[config.mk]
export PLATFORM = sky130hd
export DESIGN_NAME = pipe_elastic_stage_flat
export DESIGN_NICKNAME = d
export VERILOG_FILES = /design/src/rtl/pipe_elastic_stage_pkg.sv /design/src/rtl/pipe_elastic_stage_if.sv /design/src/rtl/pipe_skid_ctrl.sv /design/src/rtl/pipe_elastic_stage.sv /design/src/flat_wrapper.sv
export SDC_FILE = /design/constraint.sdc
export NUM_CORES = 1
export LEC_CHECK = 0
export CORE_MARGIN = 2
export CORE_UTILIZATION = 35
export DETAILED_ROUTE_END_ITERATION = 8
export MAX_ROUTING_LAYER = met4
export SLEW_MARGIN = 0
export SYNTH_ARGS = -nofsm -noshare
export SYNTH_HDL_FRONTEND = slang
export SYNTH_SLANG_ARGS = --single-unit
[constraint.sdc]
create_clock -name clk -period 11.5 [get_ports clk]
set_input_delay 3.45 -clock clk [delete_from_list [all_inputs] [get_ports clk]]
set_output_delay 3.45 -clock clk [all_outputs]
set_load 0.02 [all_outputs]
[src/rtl/pipe_elastic_stage_pkg.sv]
// Shared types for the elastic pipeline stage: occupancy width, control states
// and the state-to-occupancy mapping.
package pipe_elastic_stage_pkg;

    localparam int PIPE_OCC_W = 2;

    // Encoding 2'd3 is never entered; the controller treats it as EMPTY.
    typedef enum logic [1:0] {
        PIPE_EMPTY = 2'd0,
        PIPE_ONE   = 2'd1,
        PIPE_TWO   = 2'd2
    } pipe_state_e;

    // Number of payload words held in a given state.
    function automatic logic [PIPE_OCC_W-1:0] stateToOcc(input pipe_state_e s);
        case (s)
            PIPE_ONE: return 2'd1;
            PIPE_TWO: return 2'd2;
            default:  return 2'd0;
        endcase
    endfunction

endpackage

[src/rtl/pipe_elastic_stage_if.sv]
// Handshake bundle between a pipeline stage boundary and its neighbours.
// The slave modport is the stage itself; the master modport is the side that
// drives upstream payload and downstream ready.
interface pipe_elastic_stage_if #(
    parameter int DATA_W = 160
) ();
    import pipe_elastic_stage_pkg::*;

    logic                  flush_i;
    logic                  in_valid_i;
    logic                  in_ready_o;
    logic [DATA_W-1:0]     in_data_i;
    logic                  out_valid_o;
    logic                  out_ready_i;
    logic [DATA_W-1:0]     out_data_o;
    logic [PIPE_OCC_W-1:0] occ_o;

    modport slave (
        input  flush_i,
        input  in_valid_i,
        output in_ready_o,
        input  in_data_i,
        output out_valid_o,
        input  out_ready_i,
        output out_data_o,
        output occ_o
    );

    modport master (
        output flush_i,
        output in_valid_i,
        input  in_ready_o,
        output in_data_i,
        input  out_valid_o,
        output out_ready_i,
        input  out_data_o,
        input  occ_o
    );

endinterface

[src/rtl/pipe_skid_ctrl.sv]
// Occupancy controller for the elastic stage. Tracks how many words are held,
// produces the handshake flags and tells the datapath when to load the main
// and skid registers and where the main register takes its next word from.
module pipe_skid_ctrl
    import pipe_elastic_stage_pkg::*;
#(
    parameter bit SKID = 1'b1
) (
    input  logic                  clk,
    input  logic                  rst,
    input  logic                  flush_i,
    input  logic                  in_valid_i,
    input  logic                  out_ready_i,
    output logic                  in_ready_o,
    output logic                  out_valid_o,
    output logic [PIPE_OCC_W-1:0] occ_o,
    output logic                  mainLoad_o,
    output logic                  skidLoad_o,
    output logic                  mainSel_o
);

    pipe_state_e state_q;
    pipe_state_e state_d;
    logic        inFire;
    logic        outFire;

    assign out_valid_o = (state_q == PIPE_ONE) || (state_q == PIPE_TWO);
    assign occ_o       = stateToOcc(state_q);
    assign inFire      = in_valid_i && in_ready_o;
    assign outFire     = out_valid_o && out_ready_i;

    // With a skid entry, ready comes straight from the state flop so the
    // downstream ready never reaches upstream in the same cycle; without it,
    // a full stage can still accept when its word is leaving.
    generate
        if (SKID) begin : g_regReady
            assign in_ready_o = (state_q == PIPE_EMPTY) || (state_q == PIPE_ONE);
        end else begin : g_combReady
            assign in_ready_o = !out_valid_o || out_ready_i;
        end
    endgenerate

    // Next-state and register load decisions; flush wins over any transfer.
    always_comb begin
        state_d    = state_q;
        mainLoad_o = 1'b0;
        skidLoad_o = 1'b0;
        mainSel_o  = 1'b0;
        if (flush_i) begin
            state_d = PIPE_EMPTY;
        end else begin
            case (state_q)
                PIPE_EMPTY: begin
                    if (inFire) begin
                        state_d    = PIPE_ONE;
                        mainLoad_o = 1'b1;
                    end
                end
                PIPE_ONE: begin
                    if (inFire && outFire) begin
                        mainLoad_o = 1'b1;
                    end else if (inFire) begin
                        state_d    = PIPE_TWO;
                        skidLoad_o = 1'b1;
                    end else if (outFire) begin
                        state_d = PIPE_EMPTY;
                    end
                end
                PIPE_TWO: begin
                    if (outFire) begin
                        state_d    = PIPE_ONE;
                        mainLoad_o = 1'b1;
                        mainSel_o  = 1'b1;
                    end
                end
                default: begin
                    state_d = PIPE_EMPTY;
                end
            endcase
        end
    end

    // State register, cleared asynchronously.
    always_ff @(posedge clk or posedge rst) begin
        if (rst) begin
            state_q <= PIPE_EMPTY;
        end else begin
            state_q <= state_d;
        end
    end

endmodule

[src/rtl/pipe_elastic_stage.sv]
// Generic pipeline boundary register: one main payload register that always
// drives the output, plus an optional skid register that catches the word
// arriving in the same cycle the stage fills up.
module pipe_elastic_stage
    import pipe_elastic_stage_pkg::*;
#(
    parameter int               DATA_W    = 160,
    parameter logic [DATA_W-1:0] RESET_VAL = '0,
    parameter bit               FLUSH_CLR = 1'b1,
    parameter bit               SKID      = 1'b1
) (
    input logic                 clk,
    input logic                 rst,
    pipe_elastic_stage_if.slave pipe
);

    logic              mainLoad;
    logic              skidLoad;
    logic              mainSel;
    logic [DATA_W-1:0] mainData_q;
    logic [DATA_W-1:0] mainData_d;
    logic [DATA_W-1:0] skidData_q;

    pipe_skid_ctrl #(
        .SKID (SKID)
    ) u_ctrl (
        .clk         (clk),
        .rst         (rst),
        .flush_i     (pipe.flush_i),
        .in_valid_i  (pipe.in_valid_i),
        .out_ready_i (pipe.out_ready_i),
        .in_ready_o  (pipe.in_ready_o),
        .out_valid_o (pipe.out_valid_o),
        .occ_o       (pipe.occ_o),
        .mainLoad_o  (mainLoad),
        .skidLoad_o  (skidLoad),
        .mainSel_o   (mainSel)
    );

    assign pipe.out_data_o = mainData_q;

    // Main register input: cleared on flush when requested, otherwise loaded
    // only on an actual transfer, from upstream or from the skid entry.
    always_comb begin
        mainData_d = mainData_q;
        if (pipe.flush_i && FLUSH_CLR) begin
            mainData_d = RESET_VAL;
        end else if (mainLoad) begin
            mainData_d = mainSel ? skidData_q : pipe.in_data_i;
        end
    end

    // Main payload register.
    always_ff @(posedge clk or posedge rst) begin
        if (rst) begin
            mainData_q <= RESET_VAL;
        end else begin
            mainData_q <= mainData_d;
        end
    end

    generate
        if (SKID) begin : g_skid
            logic [DATA_W-1:0] skidData_d;

            // Skid register input: cleared on flush when requested, loaded
            // only when upstream delivers into an already occupied stage.
            always_comb begin
                skidData_d = skidData_q;
                if (pipe.flush_i && FLUSH_CLR) begin
                    skidData_d = RESET_VAL;
                end else if (skidLoad) begin
                    skidData_d = pipe.in_data_i;
                end
            end

            // Skid payload register.
            always_ff @(posedge clk or posedge rst) begin
                if (rst) begin
                    skidData_q <= RESET_VAL;
                end else begin
                    skidData_q <= skidData_d;
                end
            end
        end else begin : g_noSkid
            assign skidData_q = RESET_VAL;
        end
    endgenerate

endmodule
[src/flat_wrapper.sv]
// flat-port wrapper written by rule: the top's interface ports become plain ports
module pipe_elastic_stage_flat import pipe_elastic_stage_pkg::*;
#(
    parameter int               DATA_W    = 160,
    parameter logic [DATA_W-1:0] RESET_VAL = '0,
    parameter bit               FLUSH_CLR = 1'b1,
    parameter bit               SKID      = 1'b1
)
  (clk, rst, pipe_flush_i, pipe_in_valid_i, pipe_in_ready_o, pipe_in_data_i, pipe_out_valid_o, pipe_out_ready_i, pipe_out_data_o, pipe_occ_o);
  pipe_elastic_stage_if #(.DATA_W(DATA_W)) pipe_i ();
  input logic clk;
  input logic rst;
  input wire logic [$bits(pipe_i.flush_i)-1:0] pipe_flush_i;
  input wire logic [$bits(pipe_i.in_valid_i)-1:0] pipe_in_valid_i;
  output wire logic [$bits(pipe_i.in_ready_o)-1:0] pipe_in_ready_o;
  input wire logic [$bits(pipe_i.in_data_i)-1:0] pipe_in_data_i;
  output wire logic [$bits(pipe_i.out_valid_o)-1:0] pipe_out_valid_o;
  input wire logic [$bits(pipe_i.out_ready_i)-1:0] pipe_out_ready_i;
  output wire logic [$bits(pipe_i.out_data_o)-1:0] pipe_out_data_o;
  output wire logic [$bits(pipe_i.occ_o)-1:0] pipe_occ_o;
  assign pipe_i.flush_i = pipe_flush_i;
  assign pipe_i.in_valid_i = pipe_in_valid_i;
  assign pipe_in_ready_o = pipe_i.in_ready_o;
  assign pipe_i.in_data_i = pipe_in_data_i;
  assign pipe_out_valid_o = pipe_i.out_valid_o;
  assign pipe_i.out_ready_i = pipe_out_ready_i;
  assign pipe_out_data_o = pipe_i.out_data_o;
  assign pipe_occ_o = pipe_i.occ_o;
  pipe_elastic_stage #(.DATA_W(DATA_W), .RESET_VAL(RESET_VAL), .FLUSH_CLR(FLUSH_CLR), .SKID(SKID)) u_core (.clk(clk), .rst(rst), .pipe(pipe_i));
endmodule
==> qor.txt <==
Outcome -> completed
Cell Area, Synth -> 14400 µm²
Mean Syn Cell Area -> 8.82 µm²
Reg2Reg Setup Slack -> 7.94 ns
Max_slew headroom -> 25.2%
Die area -> 42700 µm²
Tightest Pin Transition -> 1.12 ns
Critical path type -> in -> reg
CTS Sinks -> 322
Post-synth cell types -> 24
Crit-path slowest cell -> buf_4
DRT iter0 DRCs -> 961
Fin crit share -> 53.6%
Synthesized instance count -> 1627
RSZ-0062 raised after global routing -> false
Via count of the first global-routing pass -> 12.5k
Power Total -> 3.62 mW
FILL cells -> 3906
Hold depth -> 2
Drt wl/cell -> 18.6 µm
DRC viols -> 0
Die width -> 207 µm
Final Non-Filler Cells -> 2411
Final Util -> 46.8%
Skew final -> 0.0163 ns
Gr usage total -> 21.4%
Synth area leader -> dfrtp_1
VDD IR max -> 0.0957 mV
Critical Path End Type -> flop
Delay-heaviest family, CP -> buffers and inverters
Hold crit path type -> reg -> reg
Max_cap viols -> 0
Endpoint, Worst Hold -> u_core.skidData_q[140]$_DFFE_PP0P_
Clock transition at the registers of the reported paths -> 0.06 ns
Yosys warning total -> 0
PortBufs -> 328
CTS tree -> built
Initial antenna violation count -> 3
Site Rows -> 74
H-tree levels -> 2
Slowest stage delay, CP -> 0.89 ns
Clock Latency Late Sink -> 0.54 ns
Via density -> 5.34
FMAX -> 162 MHz
Top post-synthesis cells by area -> dfrtp_1 (56%), nand2_1 (13%), a311oi_1 (9.8%)
FF+latch area -> 8060 µm²
Die height -> 207 µm
Post-synth top area share -> 56.1%
Total gr overflow -> 0
Worst Reg-to-Reg Cells -> 7
Arr. time, crit path -> 6.59 ns
Global-route wire length before repair -> 70.5 mm
Hold_sp -> u_core.skidData_q[140]$_DFFE_PP0P_
Final nets -> 2021
CTS buffer count -> 38
Final Wtd Congestion -> 0.791
# hold bufs at CTS -> 0
First-pass detailed-route iteration total -> 4
Syn-to-layout area delta -> 32.6%
Setup Fix Bufs, Post-CTS -> 0
Syn_nets -> 1798
Setup TNS -> 0 ns
Final Slew Violations -> 0
Post-Place Cells -> 2342
Root buffer cell -> clkbuf_16
RR Endpoint -> u_core.pipe.out_data_o[36]$_DFFE_PP0P_
WP buf/inv -> 2
DRT Wirelength -> 44.8 mm
PwrDens -> 190 nW/µm²
Hold Slack -> 0.520 ns
CTS Buffer Depth -> 3
Setup crit start kind -> input pin
Via count -> 12.9k
Post-DP HPWL -> 25.5 mm
Most common cell after layout, fill and taps aside -> nand2_1
Final ANT Viol Nets -> 0
Post-route minimum period -> 6.16 ns
Leak -> 7.86 nW
Yosys reg bits -> 322
Area occupied by multi-input gates -> 5650 µm²
Most frequent cells in the layout -> nand2_1 (480), clkdlybuf4s50_1 (326), dfrtp_1 (322), nor2_1 (161)
Ratio of cells with drive above 1 in the final layout -> 4.10%
Crit-path cells -> buf_6, a22oi_1, o22ai_4, buf_4, nor2_1, a311oi_1
Ports -> 329
Post-synthesis sequential area ratio -> 56.1%
Critical Path RT -> 11.93 ns
Post-CTS Resized -> 0
Final Hold Viols -> 0
Core area -> 40600 µm²
Reg2reg start -> u_core.u_ctrl.state_q[0]$_DFFE_PP0P_
Final setup viols -> 0
Largest net degree at the start of global routing -> 184
Initial Util -> 35.3%
CP max FO -> 100
-- cell type report --
class,instances,area share (%)
sequential,322,42.3
multi-input combinational,1142,29.7
timing repair buffer,342,18.0
clock buffer,64,6.32
tap,532,3.50
inverter,4,0.0986
clock inverter,2,0.0723
antenna,3,0.0394
-- flip-flops by register name, indices dropped and copies added (netlist names) --
register,cells
u_core.pipe.out_data_o,160
u_core.skidData_q,160
u_core.u_ctrl.state_q,2
-- through the flow --
stage,setup slack (ns),cell area [µm²]
CTS,5.36,19000
floorplan,3.76,14400
global placement,4.87,17800
finish,5.34,19000
global route,5.05,19000
detailed placement,4.77,17800
-- Yosys cell counts --
cell type and number:
a21o_1 2, a21oi_1 160, a21oi_2 1, a22oi_1 1, a311oi_1 160, a31oi_1 1, a32oi_1 1, buf_1 5
buf_2 49, buf_4 6, clkbuf_1 99, dfrtp_1 322, ha_1 6, inv_1 4, mux2_2 2, nand2_1 481
nand2b_1 1, nand3_1 160, nand3b_1 1, nor2_1 161, nor3b_1 1, o211ai_1 1, o22ai_2 1, or2_2 1
-- tightest hold or removal path: cells and delay by family (launching register included) --
kind             cells  cell delay [ns]
AO/OA/AOI/OAI        1             0.05
flip-flops           1             0.37
AND/OR/NAND/NOR      1             0.05
-- routing by layer --
metal  GRT usage [%]  wire length, µm
met5               -                0
met4            7.40             1150
met3            3.17             2770
met2            32.6            21600
met1            29.1            19300
-- worst max path at each step --
stage | startpoint | endpoint | slack [ns] | cells past startpoint
after floorplan | rst | u_core.pipe.out_data_o[0]$_DFFE_PP0P_ | 3.76 | 1
after global placement | pipe_out_ready_i | u_core.pipe.out_data_o[34]$_DFFE_PP0P_ | 4.87 | 6
after detailed placement | pipe_out_ready_i | u_core.pipe.out_data_o[67]$_DFFE_PP0P_ | 4.77 | 6
after CTS | pipe_out_ready_i | u_core.pipe.out_data_o[36]$_DFFE_PP0P_ | 5.36 | 6
after global routing | pipe_out_ready_i | u_core.pipe.out_data_o[18]$_DFFE_PP0P_ | 5.05 | 6
final | pipe_out_ready_i | u_core.pipe.out_data_o[36]$_DFFE_PP0P_ | 5.34 | 6
-- power breakdown --
group	internal [mW]	switching, mW
Combinational	0.415	0.613
Clock	0.708	0.470
Sequential	1.30	0.108
-- cell families (layout without fill, tap and decap cells) --
group | count (synthesis) | after routing | share of synthesized area (%)
compound gates | 328 | 328 | 15.8
other cells | 0 | 3 | 0
flops | 322 | 322 | 56.1
mux | 2 | 2 | 0.157
simple gates | 806 | 806 | 22.6
buf+inv | 163 | 412 | 4.85
fa+ha+maj | 6 | 6 | 0.523
No activity file was read; power rests on OpenSTA's default activity.
